--- src/rtl/dtc_feature_framer_if.sv ---
// Serial feature stream plus result link of the dtc feature framer.
// The framer attaches as slave; the feature source / result consumer side is master.
interface dtc_feature_framer_if #(
    parameter int N_FEAT = 11,
    parameter int N_CLS  = 3
);
    logic              s_valid;
    logic              s_bit;
    logic              s_ready;
    logic              m_valid;
    logic [N_CLS-1:0]  m_label;
    logic [N_FEAT-1:0] m_feat;
    logic              m_ready;

    modport master (
        output s_valid, s_bit, m_ready,
        input  s_ready, m_valid, m_label, m_feat
    );

    modport slave (
        input  s_valid, s_bit, m_ready,
        output s_ready, m_valid, m_label, m_feat
    );
endinterface

--- src/rtl/dtc_feature_framer.sv ---
// Collects an LSB-first serial feature vector, drives it into a combinational dtc_* classifier
// and returns the label on a valid/ready port. Define CLASS_HIST_EN for per-class result counters.
module dtc_feature_framer #(
    parameter int N_FEAT = 11,
    parameter int N_CLS  = 3
`ifdef CLASS_HIST_EN
    ,
    parameter int CNT_W  = 16
`endif
) (
    input  logic                clk,
    input  logic                rst_n,
    input  logic                flush,
    dtc_feature_framer_if.slave link,
    output logic [N_FEAT-1:0]   cls_feat,
    input  logic [N_CLS-1:0]    cls_label
`ifdef CLASS_HIST_EN
    ,
    input  logic [N_CLS-1:0]    hist_sel,
    output logic [CNT_W-1:0]    hist_cnt
`endif
);
    localparam int            BW       = (N_FEAT > 1) ? $clog2(N_FEAT) : 1;
    localparam logic [BW-1:0] LAST_BIT = BW'(N_FEAT - 1);

    typedef enum logic [1:0] {
        COLLECT = 2'd0,
        EVAL    = 2'd1,
        HOLD    = 2'd2
    } state_t;

    state_t            state_q,   state_d;
    logic [BW-1:0]     bit_cnt_q, bit_cnt_d;
    logic [N_FEAT-1:0] feat_q,    feat_d;
    logic [N_FEAT-1:0] m_feat_q,  m_feat_d;
    logic [N_CLS-1:0]  m_label_q, m_label_d;
    logic              m_valid_q, m_valid_d;
    logic              s_ready_q, s_ready_d;
    logic              bit_acc;

    // s_ready_q is only ever high in COLLECT, so it alone qualifies a bit acceptance.
    assign bit_acc = link.s_valid && s_ready_q && !flush;

    // Next-state and next-output logic; flush overrides every state's own transition.
    always_comb begin
        state_d   = state_q;
        bit_cnt_d = bit_cnt_q;
        feat_d    = feat_q;
        m_feat_d  = m_feat_q;
        m_label_d = m_label_q;
        m_valid_d = m_valid_q;
        s_ready_d = s_ready_q;
        if (flush) begin
            state_d   = COLLECT;
            bit_cnt_d = '0;
            m_valid_d = 1'b0;
            s_ready_d = 1'b1;
        end else begin
            case (state_q)
                COLLECT: begin
                    m_valid_d = 1'b0;
                    s_ready_d = 1'b1;
                    if (bit_acc) begin
                        feat_d[bit_cnt_q] = link.s_bit;
                        if (bit_cnt_q == LAST_BIT) begin
                            bit_cnt_d = '0;
                            state_d   = EVAL;
                            s_ready_d = 1'b0;
                        end else begin
                            bit_cnt_d = bit_cnt_q + BW'(1);
                        end
                    end else begin
                        bit_cnt_d = bit_cnt_q;
                    end
                end
                EVAL: begin
                    m_label_d = cls_label;
                    m_feat_d  = feat_q;
                    m_valid_d = 1'b1;
                    s_ready_d = 1'b0;
                    state_d   = HOLD;
                end
                HOLD: begin
                    // No bypass: s_ready comes back the cycle after the result is taken.
                    if (link.m_ready) begin
                        state_d   = COLLECT;
                        m_valid_d = 1'b0;
                        s_ready_d = 1'b1;
                    end else begin
                        m_valid_d = 1'b1;
                        s_ready_d = 1'b0;
                    end
                end
                default: begin
                    state_d   = COLLECT;
                    bit_cnt_d = '0;
                    m_valid_d = 1'b0;
                    s_ready_d = 1'b0;
                end
            endcase
        end
    end

    // FSM state and registered outputs.
    always_ff @(posedge clk or negedge rst_n) begin
        if (!rst_n) begin
            state_q   <= COLLECT;
            bit_cnt_q <= '0;
            feat_q    <= '0;
            m_feat_q  <= '0;
            m_label_q <= '0;
            m_valid_q <= 1'b0;
            s_ready_q <= 1'b0;
        end else begin
            state_q   <= state_d;
            bit_cnt_q <= bit_cnt_d;
            feat_q    <= feat_d;
            m_feat_q  <= m_feat_d;
            m_label_q <= m_label_d;
            m_valid_q <= m_valid_d;
            s_ready_q <= s_ready_d;
        end
    end

    assign cls_feat     = feat_q;
    assign link.s_ready = s_ready_q;
    assign link.m_valid = m_valid_q;
    assign link.m_label = m_label_q;
    assign link.m_feat  = m_feat_q;

`ifdef CLASS_HIST_EN
    localparam int N_BINS = 2 ** N_CLS;

    logic [CNT_W-1:0] hist_q [N_BINS];
    logic             res_taken;

    function automatic logic [CNT_W-1:0] sat_inc(input logic [CNT_W-1:0] v);
        if (v == {CNT_W{1'b1}}) begin
            return v;
        end else begin
            return v + CNT_W'(1);
        end
    endfunction

    // A flushed HOLD does not deliver its result, so it is not counted.
    assign res_taken = m_valid_q && link.m_ready && !flush;

    // Per-class saturating result counters, cleared only by rst_n.
    always_ff @(posedge clk or negedge rst_n) begin
        if (!rst_n) begin
            for (int i = 0; i < N_BINS; i++) begin
                hist_q[i] <= '0;
            end
        end else if (res_taken) begin
            hist_q[m_label_q] <= sat_inc(hist_q[m_label_q]);
        end
    end

    assign hist_cnt = hist_q[hist_sel];
`endif
endmodule
--- src/flat_wrapper.sv ---
// flat-port wrapper written by rule: the top's interface ports become plain ports
module dtc_feature_framer_flat 
#(
    parameter int N_FEAT = 11,
    parameter int N_CLS  = 3

)
  (clk, rst_n, flush, cls_feat, cls_label, link_s_valid, link_s_bit, link_m_ready, link_s_ready, link_m_valid, link_m_label, link_m_feat);
  dtc_feature_framer_if #(.N_FEAT(N_FEAT), .N_CLS(N_CLS)) link_i ();
  input  logic clk;
  input  logic rst_n;
  input  logic flush;
  output logic [N_FEAT-1:0] cls_feat;
  input  logic [N_CLS-1:0] cls_label;
  input wire logic [$bits(link_i.s_valid)-1:0] link_s_valid;
  input wire logic [$bits(link_i.s_bit)-1:0] link_s_bit;
  input wire logic [$bits(link_i.m_ready)-1:0] link_m_ready;
  output wire logic [$bits(link_i.s_ready)-1:0] link_s_ready;
  output wire logic [$bits(link_i.m_valid)-1:0] link_m_valid;
  output wire logic [$bits(link_i.m_label)-1:0] link_m_label;
  output wire logic [$bits(link_i.m_feat)-1:0] link_m_feat;
  assign link_i.s_valid = link_s_valid;
  assign link_i.s_bit = link_s_bit;
  assign link_i.m_ready = link_m_ready;
  assign link_s_ready = link_i.s_ready;
  assign link_m_valid = link_i.m_valid;
  assign link_m_label = link_i.m_label;
  assign link_m_feat = link_i.m_feat;
  dtc_feature_framer #(.N_FEAT(N_FEAT), .N_CLS(N_CLS)) u_core (.clk(clk), .rst_n(rst_n), .flush(flush), .link(link_i), .cls_feat(cls_feat), .cls_label(cls_label));
endmodule
--- config.mk ---
export PLATFORM = sky130hd
export DESIGN_NAME = dtc_feature_framer_flat
export DESIGN_NICKNAME = d
export VERILOG_FILES = /design/src/rtl/dtc_feature_framer_if.sv /design/src/rtl/dtc_feature_framer.sv /design/src/flat_wrapper.sv
export SDC_FILE = /design/constraint.sdc
export NUM_CORES = 1
export LEC_CHECK = 0
export CORE_MARGIN = 1.5
export CORE_UTILIZATION = 35
export DETAILED_ROUTE_END_ITERATION = 8
export PLACE_DENSITY_LB_ADDON = 0.08
export RECOVER_POWER = 100
export SETUP_SLACK_MARGIN = 0.5
export SLEW_MARGIN = 20
export SYNTH_ARGS = -nofsm -noshare
export SYNTH_HDL_FRONTEND = slang
export SYNTH_SLANG_ARGS = --single-unit
--- constraint.sdc ---
create_clock -name clk -period 3.35 [get_ports clk]
set_input_delay 0.335 -clock clk [delete_from_list [all_inputs] [get_ports clk]]
set_output_delay 0.335 -clock clk [all_outputs]
set_load 0.01 [all_outputs]
Yosys cells after proc, flatten, opt, wreduce, memory -nomap -nowiden
Index checks and enable logic that the tools add are counted.

cells by class
  add/subtract/negate cells = 1
  multiplexer cells = 20
  bitwise logic cells = 1
  reduce and logical (&&, ||, !) cells = 10
  eq/ne operators = 7
  $lt $le $gt $ge = 2

operators by type and width
  operator                                                            count
  2-to-1 mux 4 bit                                                    3
  bitwise mux 11 bit                                                  1
  2-to-1 mux 2 bit                                                    4
  case mux 4 bit (2 select lines)                                     1
  2-to-1 mux 1 bit                                                    7
  != test 3 x 2 -> 1 bit (second input constant)                      2
  case mux 2 bit (3 select lines)                                     1
  AND reduction 3 bit                                                 2
  less-than comparator 4 x 5 -> 1 bit (second input constant)         1
  adder 4 x 1 -> 4 bit (second input constant)                        1
  demux 1 bit (select 4 bit)                                          1
  == test 4 bit (second input constant)                               1
  greater-or-equal comparator 4 x 1 -> 1 bit (second input constant)  1
  case mux 1 bit (2 select lines)                                     2
  AND reduction 2 bit                                                 2
  logical AND 1 bit                                                   3
  != test 3 bit (second input constant)                               1
  == test 2 x 1 -> 1 bit (second input constant)                      1
  == test 2 bit (second input constant)                               1
  zero test 2 bit                                                     1
  != test 2 x 1 -> 1 bit (second input constant)                      1
  OR reduction 2 bit                                                  1
  zero test 1 bit                                                     1
  inverter 1 bit                                                      1

storage, ports and cells
  register bits after elaboration = 33
  output and inout bits = 27
  logic and storage cells = 48
  bits of input ports = 9

Depth between registers and ports, before layout
  depth in word-level cells = 5
  gate-level depth with buffers = 7
  depth with buffers taken out = 6

Worst setup path before layout
OpenSTA, ideal clock, no wires.

  kind = register to register
  from = reg u_core.state_q[0]
  to = reg u_core.feat_q[4], in the netlist u_core.cls_feat[4]
  buffers on the path = 1
  path slack = 1,336 ps
  cell stages (with the launch flop) = 8
  library setup time = 125 ps
  required time = 3,225 ps
  clock period less this slack = 2,014 ps
  arrival time = 1,889 ps
  cells stage by stage = dfrtp_1 inv_1 ha_1 nand2b_4 buf_6 or4_4 or3_1 mux2_4

on the way
  word-level cells in the longest chain between the ends = 2

ends and longest elaborated chain
  item                                  line                       text
  start, declared                       dtc_feature_framer.sv:32   state_t state_q, state_d;
  start signal, assigned                dtc_feature_framer.sv:115  state_q <= state_d;
  zero test 2 bit                       dtc_feature_framer.sv:59   case (state_q)
  AND reduction 3 bit (no source line)  --
  end signal, assigned                  dtc_feature_framer.sv:117  feat_q <= feat_d;
  end, declared                         dtc_feature_framer.sv:34   logic [N_FEAT-1:0] feat_q, feat_d;

Every way passes these cells.
A chain may end at the register's enable or synchronous reset.

Worst setup path in the final report
Same ends and word-level chain as after synthesis.

==> impl_metrics.py <==
metrics = {
    "global_route": {
        "antenna_found_initial": 0,
        "grt_pass1_vias": 1024,
        "use_met3": 0.06086,
        "overflow": 0,
        "grt.total_usage": 0.1469,
        "grt_start_max_net_pins": 34,
        "met1_usage": 0.1898,
        "grt_pass1_wl_um": 4864,
        "busiest_layer": "met2",
        "use_met2": 0.2139,
    },
    "power_and_ir_drop": {
        "p_int_mw": 0.6371,
        "clock_power_share": 0.319,
        "switching_share": 0.2580,
        "pwr-share-comb": 0.148,
        "totalPowerFinal_mw": 0.8587,
        "powerDensity_mw_per_mm2": 441.4,
        "vdd_drop_max_mv": 0.2150,
        "p_seq_frac": 0.534,
        "switchingPower_mw": 0.2216,
        "p_leak_nw": 0.9321,
    },
    "floorplanning": {
        "io-pin-count": 36,
        "die_w_um": 68.47,
        "die_h_um": 68.47,
        "num_rows": 23,
        "die-area_mm2": 0.004688,
        "start_util": 0.3697,
        "design.core.area_mm2": 0.004058,
    },
    "timing": {
        "rsz0062_at_grt": "no",
        "skew_ps": 9.186,
        "final-setup-viol-count": 0,
        "final-hold-violation-count": 0,
        "tns_ps": 0,
        "relSlewSlack": -0.1855,
        "max_freq_mhz": 460.3,
        "tightest_slew_ps": 1778,
        "setup_ws_ps": 1178,
        "finalMaxSlewViolations": 34,
        "final.period_utilization": 0.6485,
        "layout_min_cycle_time_ps": 2172,
    },
    "layout": {
        "fin_area_mm2": 0.001946,
        "final_cell_mix": "33 x dfrtp_1, 28 x dlygate4sd3_1, 24 x mux2_2",
        "fillers": 382,
        "n_antenna_cell": 0,
        "fin_nets": 172,
        "area_growth_pct": 29.69,
        "final_common_cell": "dfrtp_1",
        "fin_util": 0.4795,
        "drive_gt1_frac": 0.1950,
    },
    "critical_path": {
        "start_kind": "register",
        "crit_chain": "inv_1 -> ha_1 -> nand2b_1 -> or4_1 -> or3_1 -> mux2_1",
        "crit_path_end_kind": "register",
        "path_max_fanout": 10,
        "cp.arrival_ps": 2340,
        "reg2reg_slack_ps": 1180,
        "reg2reg_to": "u_core.cls_feat[4]",
        "worst-setup-path-type": "register to register",
        "crit_slowest_cell": "or4_1",
        "cp_top_family": "simple AND/OR/NAND/NOR gates",
        "ff2ff_path_depth": 6,
        "slowest_delay_ps": 500,
        "r2r-start": "u_core.state_q[0]",
        "cp.buffers_inverters": 1,
        "cp.required_ps": 3520,
    },
    "yosys": {
        "yosysWarnings": 0,
        "synth_fa_ha_area_frac": 0.02502,
        "synthTopCellsByArea": "dfrtp_1 55%, mux2_2 18%, nor2_1 2.8%, ha_1 2.5%, nand2b_1 1.7%",
        "synth_ff_type": "dfrtp_1",
        "synth_xor_area_frac": 0,
        "synth_area_leader_cell": "dfrtp_1",
        "synthSimpleGateAreaFrac": 0.1309,
        "async_reset_ff_frac": 1.000,
        "synth_top_area_share": 0.5505,
        "syn_nets": 135,
        "synth_compound_area_frac": 0.07339,
        "syn_inst": 123,
        "synth_top_family_by_area": "multiplexers",
        "synth.distinct_cells": 28,
        "syn_area_mm2": 0.001500,
        "synthMuxAreaShare": 0.1902,
        "avgSynthCellArea_um2": 12.20,
        "synth_edf_count": 0,
        "seq_area_frac_synth": 0.5505,
        "ys_seq_elements": 33,
    },
    "detailed_routing": {
        "drc": 0,
        "vias": 1047,
        "wirelength_um": 2986,
        "viasPerCell": 5.010,
        "wire_per_inst_um": 14.29,
        "drt_iter0_drc": 37,
        "drtAntennaViolNets": 0,
        "dr.pass1.iters": 4,
    },
    "clocking": {
        "clockRootBuffer": "clkbuf_8",
        "clkTransAtPathRegs_ps": 70,
        "ctsResizeCount": 0,
        "cts_hold_buf": 0,
        "cts-htree-levels": 2,
        "cts_tree": "done",
        "clock_path_buffers": 2,
        "clkLatencyLatePin_ps": 280,
        "clock-sinks": 33,
        "cts_setup_buffers": 0,
        "numCtsBuffers": 5,
    },
    "status": {
        "outcome": "complete, but fails checks",
        "violations": "max-capacitance violations, max-slew violations",
    },
    "placement": {
        "dpl_cell_area_mm2": 0.001891,
        "hpwl_um": 2053,
        "io_buffers": 35,
        "gp_congestion": 0.6989,
        "dp_slack_ps": 1093,
    },
    "hold_path": {
        "min_from": "u_core.link.m_feat[7]",
        "hold_depth": 1,
        "hold_end": "u_core.link.m_feat[7]",
        "hp-class": "register to register",
    },
    "job": {
        "maxCapViolCount": 1,
    },
}
==> per-layer routing <==
layer  up-vias  share of wire
met5         -              0
met4         0          0.017
met3         5          0.063
met2        31           0.48
met1       510           0.44
li1        501              -
==> worst reg2reg max path: cells and delay by family (launching register included) <==
kind	cells	cell delay (ps)
buf+inv	1	100
mux	1	320
flops	1	410
simple gates	3	1030
fa+ha+maj	1	210
==> how the worst max path moves through the flow <==
stage,startpoint,end,slack (ps),cells after the start
after floorplan,u_core.state_q[0],u_core.cls_feat[4],1340,7
after CTS,u_core.state_q[0],u_core.cls_feat[4],1310,6
final,u_core.state_q[0],u_core.cls_feat[4],1180,6
after global placement,flush,u_core.cls_feat[4],1130,5
after detailed placement,flush,u_core.cls_feat[4],1090,5
after global routing,rst_n,u_core.link.m_feat[9],880,2
==> power by group through the flow <==
stage          logic [mW]  registers (mW)  clock network [mW]
3_3_place_gp        0.142           0.466                   0
5_1_grt             0.138           0.465               0.300
6_report            0.127           0.458               0.274
2_1_floorplan      0.0557           0.468                   0
3_5_place_dp        0.142           0.468                   0
4_1_cts             0.144           0.460               0.284
==> cell usage after synthesis (2+ instances only) <==
library cell  number
and2b_1            2
ha_1               3
nor3_1             4
o21ai_0            3
o31ai_1            3
nor2_1            11
inv_1              4
or3_1              3
nor2b_1            3
mux2_2            24
a21oi_1            3
dfrtp_1           33
nand2b_1           4
nand2_1            5
clkbuf_1           5
==> metrics by stage <==
| step | hold WS [ps] | instances |
|---|---|---|
| 6_report | 500.0 | 209 |
| 5_1_grt | 524.9 | 209 |
| 4_1_cts | 477.4 | 209 |
| 3_5_place_dp | 494.4 | 203 |
| 3_3_place_gp | 488.2 | 203 |
| 2_1_floorplan | 39.41 | 123 |
==> flip-flops by register name (all words and copies together) (netlist names) <==
| name | cells |
|---|---|
| u_core.link.m_feat | 11 |
| u_core.link.m_label | 3 |
| u_core.bit_cnt_q | 4 |
| u_core.cls_feat | 11 |
| u_core.link.s_ready | 1 |
| u_core.link.m_valid | 1 |
| u_core.state_q | 2 |
==> final cells by class <==
class | instances | area (um^2) | area share
well taps | 50 | 62.56 | 0.03215
multi-input cells | 80 | 614.3 | 0.3158
inverters | 4 | 15.01 | 0.007717
clock buffers | 5 | 68.82 | 0.03537
clock inverters | 1 | 5.005 | 0.002572
repair buffers | 36 | 354.1 | 0.1820
flip-flops and latches | 33 | 825.8 | 0.4244
==> kinds of logic after synthesis <==
| group | after synthesis |
|---|---|
| compound gates | 16 |
| fa+ha+maj | 3 |
| buf+inv | 10 |
| flops | 33 |
| mux | 25 |
| simple gates | 36 |
Power figures use the tool's default switching activity.
